File: config.mk
export PLATFORM = sky130hd
export DESIGN_NAME = hazard_ctrl
export DESIGN_NICKNAME = d
export VERILOG_FILES = /design/src/rtl/hazard_pkg.sv /design/src/rtl/mem_wait_fsm.sv /design/src/rtl/hazard_ctrl.sv
export SDC_FILE = /design/constraint.sdc
export NUM_CORES = 1
export LEC_CHECK = 0
export ABC_AREA = 1
export ABC_CLOCK_PERIOD_IN_PS = 3010
export CAP_MARGIN = 5
export CORE_ASPECT_RATIO = 0.5
export CORE_MARGIN = 5
export CORE_UTILIZATION = 25
export CTS_CLUSTER_SIZE = 14
export DETAILED_ROUTE_END_ITERATION = 8
export PLACE_DENSITY_LB_ADDON = 0.2
export REMOVE_ABC_BUFFERS = 1
export SLEW_MARGIN = 20
export SYNTH_ARGS = -nofsm -noshare
export SYNTH_HDL_FRONTEND = slang
export SYNTH_SLANG_ARGS = --single-unit
File: constraint.sdc
create_clock -name clk -period 3.01 [get_ports clk]
set_clock_uncertainty 0.2 [all_clocks]
set_input_delay 0.602 -clock clk [delete_from_list [all_inputs] [get_ports clk]]
set_output_delay 0.602 -clock clk [all_outputs]
set_load 0.05 [all_outputs]
File: src/rtl/hazard_pkg.sv
// hazard_pkg: shared types and the forwarding-select rule for hazard_ctrl.
package hazard_pkg;
    typedef enum logic [1:0] {FWD_RF = 2'b00, FWD_W = 2'b01, FWD_M = 2'b10} fwd_sel_t;
    typedef enum logic [1:0] {IDLE, WAIT, ERR} mem_state_t;

    // The M stage holds the newer value, so it wins over W.
    function automatic fwd_sel_t fwd_sel(input logic [4:0] rs, input logic [4:0] rd_m,
                                         input logic [4:0] rd_w, input logic we_m,
                                         input logic we_w);
        return (we_m && rd_m != 5'd0 && rd_m == rs) ? FWD_M :
               (we_w && rd_w != 5'd0 && rd_w == rs) ? FWD_W : FWD_RF;
    endfunction
endpackage

File: src/rtl/mem_wait_fsm.sv
// mem_wait_fsm: tracks an outstanding data-memory access and raises a sticky error on timeout.
module mem_wait_fsm
    import hazard_pkg::*;
#(
    parameter int TIMEOUT = 255
) (
    input  logic clk,
    input  logic reset,
    input  logic MemReqM,
    input  logic MemReadyM,
    output logic memStall,
    output logic MemErr
);
    localparam logic [7:0] TO = 8'(TIMEOUT);

    mem_state_t state_q, state_d;
    logic [7:0] cnt_q, cnt_d;

    always_comb begin
        state_d = state_q;
        cnt_d   = cnt_q;
        case (state_q)
            IDLE: if (MemReqM && !MemReadyM) begin
                state_d = WAIT;
                cnt_d   = 8'd1;
            end
            WAIT: if (MemReadyM) begin
                state_d = IDLE;
                cnt_d   = 8'd0;
            end else if (cnt_q == TO) begin
                state_d = ERR;
            end else begin
                cnt_d = cnt_q + 8'd1;
            end
            default: state_d = ERR;
        endcase
    end

    always_ff @(posedge clk or posedge reset) begin
        if (reset) begin
            state_q <= IDLE;
            cnt_q   <= 8'd0;
        end else begin
            state_q <= state_d;
            cnt_q   <= cnt_d;
        end
    end

    assign memStall = (state_q == IDLE && MemReqM && !MemReadyM) ||
                      (state_q == WAIT && !MemReadyM) || state_q == ERR;
    assign MemErr   = state_q == ERR;
endmodule

File: src/rtl/hazard_ctrl.sv
// hazard_ctrl: forwarding, load-use and memory-wait stall/flush control.
// Define HAZARD_PERF_CNT_EN to build the saturating StallCnt/FlushCnt counters.
module hazard_ctrl
    import hazard_pkg::*;
#(
    parameter int TIMEOUT = 255
) (
    input  logic        clk,
    input  logic        reset,
    input  logic [4:0]  Rs1D,
    input  logic [4:0]  Rs2D,
    input  logic [4:0]  Rs1E,
    input  logic [4:0]  Rs2E,
    input  logic [4:0]  RdE,
    input  logic [4:0]  RdM,
    input  logic [4:0]  RdW,
    input  logic        RegWriteM,
    input  logic        RegWriteW,
    input  logic        LoadE,
    input  logic        PCSrcE,
    input  logic        MemReqM,
    input  logic        MemReadyM,
    output logic        StallF,
    output logic        StallD,
    output logic        StallE,
    output logic        StallM,
    output logic        FlushD,
    output logic        FlushE,
    output logic        FlushW,
    output logic [1:0]  ForwardAE,
    output logic [1:0]  ForwardBE,
    output logic        MemErr,
    output logic [31:0] StallCnt,
    output logic [31:0] FlushCnt
);
    logic mem_stall, lw_stall;

    mem_wait_fsm #(.TIMEOUT(TIMEOUT)) u_mem (
        .clk      (clk),
        .reset    (reset),
        .MemReqM  (MemReqM),
        .MemReadyM(MemReadyM),
        .memStall (mem_stall),
        .MemErr   (MemErr)
    );

    assign ForwardAE = fwd_sel(Rs1E, RdM, RdW, RegWriteM, RegWriteW);
    assign ForwardBE = fwd_sel(Rs2E, RdM, RdW, RegWriteM, RegWriteW);
    assign lw_stall  = LoadE && RdE != 5'd0 && (RdE == Rs1D || RdE == Rs2D);

    // A memory stall freezes the whole pipe, so a taken branch waits in E until it clears.
    always_comb begin
        StallF = mem_stall || lw_stall;
        StallD = mem_stall || lw_stall;
        StallE = mem_stall;
        StallM = mem_stall;
        FlushW = mem_stall;
        FlushD = !mem_stall && PCSrcE;
        FlushE = !mem_stall && (lw_stall || PCSrcE);
    end

`ifdef HAZARD_PERF_CNT_EN
    logic [31:0] stall_cnt_q, stall_cnt_d, flush_cnt_q, flush_cnt_d;

    always_comb begin
        stall_cnt_d = (StallF && stall_cnt_q != '1) ? stall_cnt_q + 32'd1 : stall_cnt_q;
        flush_cnt_d = (FlushE && flush_cnt_q != '1) ? flush_cnt_q + 32'd1 : flush_cnt_q;
    end

    always_ff @(posedge clk or posedge reset) begin
        if (reset) begin
            stall_cnt_q <= '0;
            flush_cnt_q <= '0;
        end else begin
            stall_cnt_q <= stall_cnt_d;
            flush_cnt_q <= flush_cnt_d;
        end
    end

    assign StallCnt = stall_cnt_q;
    assign FlushCnt = flush_cnt_q;
`else
    assign StallCnt = '0;
    assign FlushCnt = '0;
`endif
endmodule

Word-level counts from Yosys, hierarchy flattened
Index checks and enable logic that the tools add are counted.
{"block": "totals", "register_bits": 10, "in_bits": 43, "output_inout_bits": 76, "elab_cells": 55}
{"block": "classes", "n_addsub": 1, "eq_ne": 12, "mux": 12, "reduce_logical": 28}
{"cell": "equality test 5 bit", "count": 6}
{"cell": "2-to-1 mux 8 bit", "count": 3}
{"cell": "one-hot mux 8 bit (2 select lines)", "count": 1}
{"cell": "nonzero test 5 bit", "count": 3}
{"cell": "logical AND 1 bit", "count": 14}
{"cell": "2-to-1 mux 2 bit", "count": 5}
{"cell": "adder 8 x 1 -> 8 bit (second input constant)", "count": 1}
{"cell": "equality test 8 bit (second input constant)", "count": 1}
{"cell": "logical OR 1 bit", "count": 5}
{"cell": "one-hot mux 2 bit (2 select lines)", "count": 1}
{"cell": "inequality test 3 x 2 -> 1 bit (second input constant)", "count": 1}
{"cell": "inequality test 3 bit (second input constant)", "count": 1}
{"cell": "AND reduction 3 bit", "count": 1}
{"cell": "equality test 2 x 1 -> 1 bit (second input constant)", "count": 1}
{"cell": "equality test 2 bit (second input constant)", "count": 1}
{"cell": "zero test 1 bit", "count": 2}
{"cell": "zero test 2 bit", "count": 1}
{"cell": "2-to-1 mux 1 bit", "count": 2}
{"cell": "inequality test 2 x 1 -> 1 bit (second input constant)", "count": 1}
{"cell": "AND reduction 2 bit", "count": 1}
{"cell": "nonzero test 2 bit", "count": 1}

Depth between registers and ports, before layout
{"block": "logic_depth", "word_depth": 7, "mapped_depth": 9, "ltp_nobuf": 8}

Cells and area by module
A second synthesis with hierarchy kept.
{"block": "unflattened", "hier_cells": 254, "area_unflattened_um2": 1677.9}
{"module": "hazard_ctrl", "instances": 1, "cells_each": 167, "area_each_um2": 1022.2}
{"module": "mem_wait_fsm", "instances": 1, "cells_each": 87, "area_each_um2": 655.6}

Worst setup path after synthesis
OpenSTA, ideal clock, no wires.
{"block": "synth_timing", "path_kind": "input-to-output", "start": "input port RdM[1]", "end": "output port ForwardAE[0]", "arrival_ps": 2505, "t_required_ps": 2208, "setup_slack_ps": -297, "stages": 4, "path_buffers": 0, "cell_sequence": "xnor2_1 > nand2_1 > nor3_1 > nor2_1"}
{"block": "synth_between", "elab_chain_cells": 4, "elab_cells_between_ends": 5, "cone_classes": "1 x eq/ne; 1 x mux; 3 x reduce/logical"}
{"element": "start, declared", "line_no": "hazard_ctrl.sv:15", "rtl": "input logic [4:0] RdM,"}
{"element": "nonzero test 5 bit", "line_no": "hazard_pkg.sv:10", "rtl": "return (we_m && rd_m != 5'd0 && rd_m == rs) ? FWD_M :"}
{"element": "logical AND 1 bit", "line_no": "hazard_pkg.sv:10"}
{"element": "logical AND 1 bit (*)", "line_no": "hazard_pkg.sv:10"}
{"element": "2-to-1 mux 2 bit (*)", "line_no": "hazard_pkg.sv:10"}
{"element": "end, declared", "line_no": "hazard_ctrl.sv:30", "rtl": "output logic [1:0] ForwardAE,"}
Every way passes the cells marked *; elsewhere a longest branch is shown, timed or not.

Final worst setup path
{"block": "layout_timing", "start": "input port MemReadyM", "end": "output port StallD"}
{"block": "layout_between", "elab_chain_cells": 5, "elab_cells_between_ends": 6, "cone_classes": "6 x reduce/logical"}
{"element": "start, declared", "line_no": "hazard_ctrl.sv:22", "rtl": "input logic MemReadyM,"}
{"element": "zero test 1 bit (*)", "line_no": "mem_wait_fsm.sv:49, mem_wait_fsm.sv:50"}
{"element": "logical AND 1 bit, on equally long branches", "line_no": "mem_wait_fsm.sv:49, mem_wait_fsm.sv:50"}
{"element": "logical OR 1 bit (*)", "line_no": "mem_wait_fsm.sv:49", "rtl": "assign memStall = (state_q == IDLE && MemReqM && !MemReadyM) ||"}
{"element": "logical OR 1 bit (*)", "line_no": "mem_wait_fsm.sv:50", "rtl": "(state_q == WAIT && !MemReadyM) || state_q == ERR;"}
{"element": "logical OR 1 bit (*)", "line_no": "hazard_ctrl.sv:54", "rtl": "StallD = mem_stall || lw_stall;"}
{"element": "end, declared", "line_no": "hazard_ctrl.sv:24", "rtl": "output logic StallD,"}
Marks and branches as above.

==> flow_metrics.env <==
export IMPL_tightest_slew_ns=0.501
export IMPL_start_util_pct=26.2
export IMPL_mostFrequentLayoutCell="conb_1"
export IMPL_layout_common_cells="conb_1, nand2_1, clkdlybuf4s50_1"
export IMPL_cts_made_buffers=3
export IMPL_cts_setup_buffers=0
export IMPL_drive_gt1_share_pct=9.80
export IMPL_dp_hpwl_um=3360
export IMPL_netlist_area_leader_share_pct=31.1
export IMPL_drtPass1Iterations=4
export IMPL_synth_seq_area_share_pct=15.5
export IMPL_fp_dieW_um=124
export IMPL_fin_nets=342
export IMPL_io_buffers=54
export IMPL_synthXorXnorAreaFrac_pct=12.5
export IMPL_io_pins=119
export IMPL_critPathKind="input pin to primary output"
export IMPL_arrival_ns=2.01
export IMPL_die_area_um2=8270
export IMPL_antenna_left=0
export IMPL_cts_tree="done"
export IMPL_postCtsResizedCells=0
export IMPL_synthCells=241
export IMPL_synth_compound_area_share_pct=3.64
export IMPL_viasPerCell=3.61
export IMPL_netlist_top_cells_area="buf_4, dfrtp_1, nand2_1, xnor2_1, xor2_1"
export IMPL_wirelength_um=3720
export IMPL_clock_sinks=10
export IMPL_worstPathRequired_ns=2.21
export IMPL_ys_ff_latch=10
export IMPL_crit_fanout=4
export IMPL_final_util_pct=35.1
export IMPL_outcome="finished, final reports clean"
export IMPL_final_max_slew_viol_count=0
export IMPL_slew_headroom_pct=66.5
export IMPL_finalHoldViolCount=0
export IMPL_place_gp_congestion=0.746
export IMPL_drc_errors=0
export IMPL_clkLatencyLatePin_ns=0.24
export IMPL_grt_remaining_overflow=0
export IMPL_vias=1388
export IMPL_rsz0062_at_grt="false"
export IMPL_fin_ws_ns=0.194
export IMPL_antenna_found_initial=0
export IMPL_drv_cap=0
export IMPL_period_needed_ns=2.82
export IMPL_postCtsHoldBufs=0
export IMPL_preCtsSetupSlack_ns=0.182
export IMPL_num_rows=20
export IMPL_root_buffer="clkbuf_16"
export IMPL_grt_max_degree=11
export IMPL_stdcell_count=384
export IMPL_hold_path_class="flip-flop to flip-flop"
export IMPL_placedCellCount=381
export IMPL_yosysTopAreaCell="buf_4"
export IMPL_yosysWarnings=0
export IMPL_track_usage_pct=8.71
export IMPL_htree_num_levels=1
export IMPL_setup_violations=0
export IMPL_synth_distinct_cells=25
export IMPL_synthSimpleGateAreaFrac_pct=30.4
export IMPL_synthAdderAreaFrac_pct=0.775
export IMPL_synth_mux_area_share_pct=0
export IMPL_post_route_period_util_pct=93.5
export IMPL_start_kind="input pin"
export IMPL_grt_first_pass_wirelength_um=5730
export IMPL_syn_area_um2=1620
export IMPL_ir_drop_mv=0.147
export IMPL_clk_path_buf_depth=2
export IMPL_end_kind="primary output"
export IMPL_cts_clk_slew_worst_paths_ns=0.04
export IMPL_core_area_um2=6160
export IMPL_grt_pass1_vias=1313
export IMPL_drtIter0Drc=27
export IMPL_dieHeight_um=66.8
export IMPL_power_leakage_nw=1.12
export IMPL_post_drt_wl_per_cell_um=9.68
export IMPL_fmax_ghz=0.355
export IMPL_antenna_cells=0
export IMPL_synth_top_family_by_area="buffers and inverters"
export IMPL_cellPowerDensity_nw_per_um2=314
export IMPL_syn_avg_cell_area_um2=6.70
export IMPL_synthToLayoutAreaGrowth_pct=33.8
-- layer usage --
layer	vias up	part of all wire, %	track usage (%)
li1	725	-	-
met1	586	38	9.97
met2	68	49	15.9
met3	9	10	1.70
met4	0	2.3	3.59
met5	-	0	0
-- kinds of logic after synthesis --
kind of cell,after synthesis
adder cells (fa/ha/maj),1
other,1
buffers and inverters,92
AO/OA/AOI/OAI,11
XOR/XNOR,23
AND/OR/NAND/NOR,103
flip-flops,10
-- critical path: stages --
cell and delay [ns]:
clkdlybuf4s50_1 0.66, inv_2 0.06, nand3_2 0.10, inv_1 0.07, nor3_4 0.17, nand2_1 0.17, buf_12 0.19
-- power breakdown --
part           switching [W]  total, W  internal (W)
registers         0.00000103  0.000137      0.000136
clock network      0.0000597  0.000232      0.000172
logic               0.000232  0.000311     0.0000795
-- layout make-up --
type | count | area (um2)
repair buffers | 56 | 628
multi-input cells | 202 | 1000
clock buffers | 3 | 75.1
well taps | 88 | 110
fillers | 638 | 3990
inverters | 25 | 93.8
flip-flops and latches | 10 | 250
-- flip-flops by register name, indices dropped and copies added (netlist names) --
register and cells:
u_mem.cnt_q 8, u_mem.state_q 2
-- synthesized netlist by cell type (all sizes together) --
master   n
a21oi    1
buf     67
conb     1
dfrtp   10
ha       1
inv     25
nand2   57
nand3   12
nand4    4
nor2    23
nor3     6
o21ai   10
or2      1
xnor2   13
xor2    10
-- path summary, 6_finish.rpt --
check | slack [ns] | endpoint | from | depth (start not counted)
worst max-delay path | 0.19 | StallD | MemReadyM | 7
worst min-delay path | 0.28 | u_mem.state_q[1] | u_mem.state_q[1] | 2
worst max register to register | 1.39 | u_mem.cnt_q[1] | u_mem.cnt_q[0] | 6
worst min register to register | 0.28 | u_mem.state_q[1] | u_mem.state_q[1] | 2
max in group asynchronous | 1.85 | u_mem.cnt_q[2] | reset | 2
min in group asynchronous | 0.46 | u_mem.cnt_q[7] | reset | 2
-- metrics by stage --
stage          setup TNS, ns  instance area (um2)  total power, W  hold slack (ns)
3_5_place_dp               0                 2090        0.000448            0.279
5_1_grt                    0                 2160        0.000718            0.336
4_1_cts                    0                 2160        0.000685            0.288
2_1_floorplan         -0.594                 1350        0.000364            0.242
6_report                   0                 2160        0.000680            0.284
3_3_place_gp               0                 2090        0.000447            0.281
Note: power is estimated with default switching activity, not from simulation.
